==> src/rtl/btn_pkg.sv <==
// Shared definitions for debounced-input blocks: state encoding and counter sizing.
package btn_pkg;

  localparam logic [1:0] ST_LOCK   = 2'd0;
  localparam logic [1:0] ST_IDLE   = 2'd1;
  localparam logic [1:0] ST_PRESS  = 2'd2;
  localparam logic [1:0] ST_REPEAT = 2'd3;

  typedef enum logic [1:0] {
    LOCK   = ST_LOCK,
    IDLE   = ST_IDLE,
    PRESS  = ST_PRESS,
    REPEAT = ST_REPEAT
  } btn_state_t;

  // Width needed to count up to max(a,b)-1, never less than one bit.
  function automatic int unsigned widthFor(input int unsigned a, input int unsigned b);
    int unsigned m;
    m = (a > b) ? a : b;
    return ($clog2(m) < 1) ? 1 : $clog2(m);
  endfunction

endpackage

==> src/rtl/cycle_timer.sv <==
// Free-running cycle counter that wraps to zero on reaching a selectable terminal value.
module cycle_timer #(
  parameter int unsigned W = 1
) (
  input  logic         clk,
  input  logic         rst_n,
  input  logic         i_clear,
  input  logic         i_enable,
  input  logic [W-1:0] i_terminal,
  output logic         o_done
);

  logic [W-1:0] r_cnt;

  assign o_done = (r_cnt == i_terminal);

  // Wrapping on terminal keeps the count bounded and restarts the next interval immediately.
  always_ff @(posedge clk or negedge rst_n) begin
    if (!rst_n) begin
      r_cnt <= '0;
    end else if (i_clear) begin
      r_cnt <= '0;
    end else if (i_enable) begin
      r_cnt <= o_done ? '0 : r_cnt + W'(1);
    end
  end

endmodule

==> src/rtl/button_event_gen.sv <==
// Turns a debounced button level into registered press/release/long/repeat strobes.
module button_event_gen
  import btn_pkg::*;
#(
  parameter int unsigned HOLD_CYCLES   = 50_000_000,
  parameter int unsigned REPEAT_CYCLES = 5_000_000,
  parameter int unsigned COUNT_W       = 8
) (
  input  logic               clk,
  input  logic               rst_n,
  input  logic               btn_level,
  output logic               press_pulse,
  output logic               release_pulse,
  output logic               long_pulse,
  output logic               repeat_pulse,
  output logic               step,
  output logic               held,
  output logic [COUNT_W-1:0] press_count
);

  localparam int unsigned CNT_W = widthFor(HOLD_CYCLES, REPEAT_CYCLES);
  localparam logic [CNT_W-1:0] HOLD_TERM   = CNT_W'(HOLD_CYCLES - 1);
  localparam logic [CNT_W-1:0] REPEAT_TERM = CNT_W'(REPEAT_CYCLES - 1);

  btn_state_t       r_state;
  btn_state_t       w_nextState;
  logic             w_press;
  logic             w_release;
  logic             w_long;
  logic             w_repeat;
  logic             w_clear;
  logic             w_enable;
  logic             w_done;
  logic [CNT_W-1:0] w_terminal;

  assign w_terminal = (r_state == REPEAT) ? REPEAT_TERM : HOLD_TERM;

  cycle_timer #(.W(CNT_W)) u_timer (
    .clk        (clk),
    .rst_n      (rst_n),
    .i_clear    (w_clear),
    .i_enable   (w_enable),
    .i_terminal (w_terminal),
    .o_done     (w_done)
  );

  always_ff @(posedge clk or negedge rst_n) begin
    if (!rst_n) begin
      r_state <= LOCK;
    end else begin
      r_state <= w_nextState;
    end
  end

  // Release is checked before the terminal count so it wins when both land on one edge.
  always_comb begin
    w_nextState = r_state;
    w_press     = 1'b0;
    w_release   = 1'b0;
    w_long      = 1'b0;
    w_repeat    = 1'b0;
    w_clear     = 1'b0;
    w_enable    = 1'b0;
    case (r_state)
      LOCK: begin
        w_clear = 1'b1;
        if (!btn_level) w_nextState = IDLE;
      end
      IDLE: begin
        w_clear = 1'b1;
        if (btn_level) begin
          w_nextState = PRESS;
          w_press     = 1'b1;
        end
      end
      PRESS: begin
        if (!btn_level) begin
          w_nextState = IDLE;
          w_release   = 1'b1;
        end else begin
          w_enable = 1'b1;
          if (w_done) begin
            w_nextState = REPEAT;
            w_long      = 1'b1;
          end
        end
      end
      REPEAT: begin
        if (!btn_level) begin
          w_nextState = IDLE;
          w_release   = 1'b1;
        end else begin
          w_enable = 1'b1;
          w_repeat = w_done;
        end
      end
      default: w_nextState = LOCK;
    endcase
  end

  always_ff @(posedge clk or negedge rst_n) begin
    if (!rst_n) begin
      press_pulse   <= 1'b0;
      release_pulse <= 1'b0;
      long_pulse    <= 1'b0;
      repeat_pulse  <= 1'b0;
      step          <= 1'b0;
      held          <= 1'b0;
      press_count   <= '0;
    end else begin
      press_pulse   <= w_press;
      release_pulse <= w_release;
      long_pulse    <= w_long;
      repeat_pulse  <= w_repeat;
      step          <= w_press | w_long | w_repeat;
      held          <= (w_nextState == PRESS) || (w_nextState == REPEAT);
      if (w_press) press_count <= press_count + COUNT_W'(1);
    end
  end

endmodule

==> config.mk <==
export PLATFORM = sky130hd
export DESIGN_NAME = button_event_gen
export DESIGN_NICKNAME = d
export VERILOG_FILES = /design/src/rtl/btn_pkg.sv /design/src/rtl/cycle_timer.sv /design/src/rtl/button_event_gen.sv
export SDC_FILE = /design/constraint.sdc
export NUM_CORES = 1
export LEC_CHECK = 0
export CAP_MARGIN = 20
export CORE_ASPECT_RATIO = 0.7
export CORE_MARGIN = 10
export CORE_UTILIZATION = 55
export CTS_CLUSTER_DIAMETER = 60
export DETAILED_ROUTE_END_ITERATION = 6
export PLACE_DENSITY = 0.87
export SYNTH_ARGS = -nofsm -noshare
export SYNTH_HDL_FRONTEND = slang
export SYNTH_SLANG_ARGS = --single-unit
==> constraint.sdc <==
create_clock -name clk -period 4.2 [get_ports clk]
set_input_delay 0.84 -clock clk [delete_from_list [all_inputs] [get_ports clk]]
set_output_delay 0.84 -clock clk [all_outputs]
set_load 0.02 [all_outputs]
==> flow_summary.ini <==
[outcome]
run_status = complete, no violations

[cts]
cts.sinks = 42
hold_buffers = 0
post_cts_buffers = 0
clkTransAtPathRegs_ns = 0.08
htree_levels = 2
clockRootBuffer = clkbuf_8
cts_tree = done
clock_latency_ns = 0.31
cts_resized = 0
clockBufferDepth = 2
cts_buffers = 5

[floorplan]
io_pins = 17
start_util_pct = 56.6
die_w_um = 95.7
die_h_um = 73.0
die-area_mm2 = 0.00699
fp-row-count = 19
core_area_mm2 = 0.00390

[synthesis]
yosysWarnings = 0
synth_mux_area_share_pct = 0.453
synth_xor_area_share_pct = 7.54
synth-seq-area-share_pct = 47.6
synthFlopType = dfrtp_1
synth-simple-area-share_pct = 28.2
async_flop_share_pct = 100
synthDistinctLibCells = 43
synth_top_family_by_area = simple AND/OR/NAND/NOR gates
ys_ff_latch = 42
synth-compound-area-share_pct = 9.75
synth_area_per_cell_um2 = 9.40
synth_fa_ha_area_share_pct = 3.40
syn-cell-area_mm2 = 0.00221
synth-edff-count = 0
syn_inst = 235
syn-num-nets = 244

[layout]
final_common_cell = dfrtp_1
final_cell_mix = dfrtp_1 (42), nand2_1 (32), nor2_1 (26)
final_cell_area_mm2 = 0.00255
final_layout_size_suffix_gt1_share_pct = 6.25
area_delta_synth_final_pct = 15.5
fin_nets = 264
n_antenna_cell = 0

[timing]
fmax_ghz = 0.374
hold_violations = 0
min_period_ns = 2.68
slew_viol_final = 0
fin_crit_sh_pct = 63.7
tns_ns = 0
finClkSkew_ns = 0.00490
setup_viol = 0
worst_slew_pin_slew_ns = 0.891
relSlewSlack_pct = 40.6
rsz0062_at_grt = no

[placement]
io_buffers = 16
post_dp_cell_area_mm2 = 0.00241
gp_congestion = 0.909
dp_hpwl_um = 3460

[routing]
post_drt_wl_per_cell_um = 16.4
top_layer = met4
drtAntennaViolNets = 0
vias = 1898
dr.pass1.iters = 5
routed_wl_um = 5040
viasPerCell = 6.16
wl_met1_um = 2220
dr_wl_met3_um = 469
drc = 0
dr_wl_met2_um = 2250
drt_iter0_drc = 254

[min_path]
hold_path_class = flip-flop to flip-flop

[grt]
grt_pass1_wl_um = 8640
track_usage_pct = 15.5
grt_start_max_net_pins = 43
grt_pass1_vias = 1779
antenna_found_initial = 0
overflow = 0

[setup_path]
r2r_setup_slack_ns = 1.52
worst_setup_path_end_kind = flip-flop
cp-start-kind = flip-flop
crit_arrival_ns = 2.86
path_class = flip-flop to flip-flop
crit_fanout = 15
critPathRequiredTime_ns = 4.38

[power_and_ir_drop]
max-vdd-ir-drop_mv = 0.398
power_density_mw_per_mm2 = 499
p_leak_uw = 0.00105

[run]
drv_cap = 0
[per-stage QoR]
| stage | hold slack, ns | setup WS, ns | total power (uW) | instances | util (%) |
|---|---|---|---|---|---|
| 5_1_grt | 0.505 | 1.35 | 1340 | 308 | 65.4 |
| 3_3_place_gp | 0.456 | 1.56 | 871 | 300 | 61.9 |
| 3_5_place_dp | 0.463 | 1.48 | 886 | 300 | 61.9 |
| 4_1_cts | 0.476 | 1.55 | 1270 | 308 | 65.4 |
| 2_1_floorplan | 0.508 | 2.09 | 751 | 235 | - |
| 6_report | 0.469 | 1.52 | 1270 | 308 | 65.4 |
[state kept, by name, summed over array words and instances (netlist names)]
name           flops
held               1
long_pulse         1
press_count        8
press_pulse        1
r_state            2
release_pulse      1
repeat_pulse       1
step               1
u_timer.r_cnt     26
[layer usage]
metal,track usage [%],vias up
li1,-,881
met1,20.6,904
met2,23.5,98
met3,4.01,15
met4,5.87,0
met5,0,-
[power breakdown]
part	total (uW)	internal, uW	switching (uW)
sequential	488	445	42.9
clock	387	238	148
combinational	399	142	257
[final timing paths]
check                               start                 to  depth (start not counted)
max                            r_state[0]  u_timer.r_cnt[19]                          6
min                        press_count[7]     press_count[7]                          1
max reg2reg                    r_state[0]  u_timer.r_cnt[19]                          6
min reg2reg                press_count[7]     press_count[7]                          1
max in group asynchronous           rst_n  u_timer.r_cnt[17]                          1
min in group asynchronous           rst_n     press_count[2]                          1
[kinds of logic after synthesis]
family / after synthesis
DFF: 42
buffers and inverters: 15
muxes: 1
AOI/OAI and AO/OA: 31
xor gates and xnor gates: 19
adders and majority gates: 6
and+or+nand+nor: 121
[cell type report]
type / count / area, um^2
clock buffer: 5 / 68.8
clock inverter: 3 / 68.8
fill: 304 / 1350
inverter: 10 / 37.5
multi-input combinational: 178 / 1090
sequential: 42 / 1050
tap: 52 / 65.1
timing repair buffer: 18 / 170
[cells in the mapped netlist (all sizes together) (2+ instances only)]
cell     n  area share, %
a21oi    9            2.0
and3     2           0.57
nor4     4            1.4
nand2   32            5.4
dfrtp   42             48
a31oi    2           0.57
xor2    12            4.8
and4     2           0.79
nor3     7            1.6
nand4   14            4.2
clkbuf   3           0.51
o21ai    8            2.3
ha       6            3.4
buf      2           0.85
o22ai    2           0.57
nor2    26            4.4
inv     10            1.7
or3      3           0.85
nand2b   2           0.57
nand3   16            3.6
o311ai   2           0.79
xnor2    7            2.8
or4      5            1.7
nand4b   2           0.79
[worst max-delay path, cell delays in order, from the launching register on]
cell       delay, ns
dfrtp_1         0.45
ha_1            0.30
or4bb_1         0.52
nor3_1          0.23
o2111ai_2       0.41
o21ai_4         0.53
nor3_1          0.11
(Power assumes the default switching activity.)
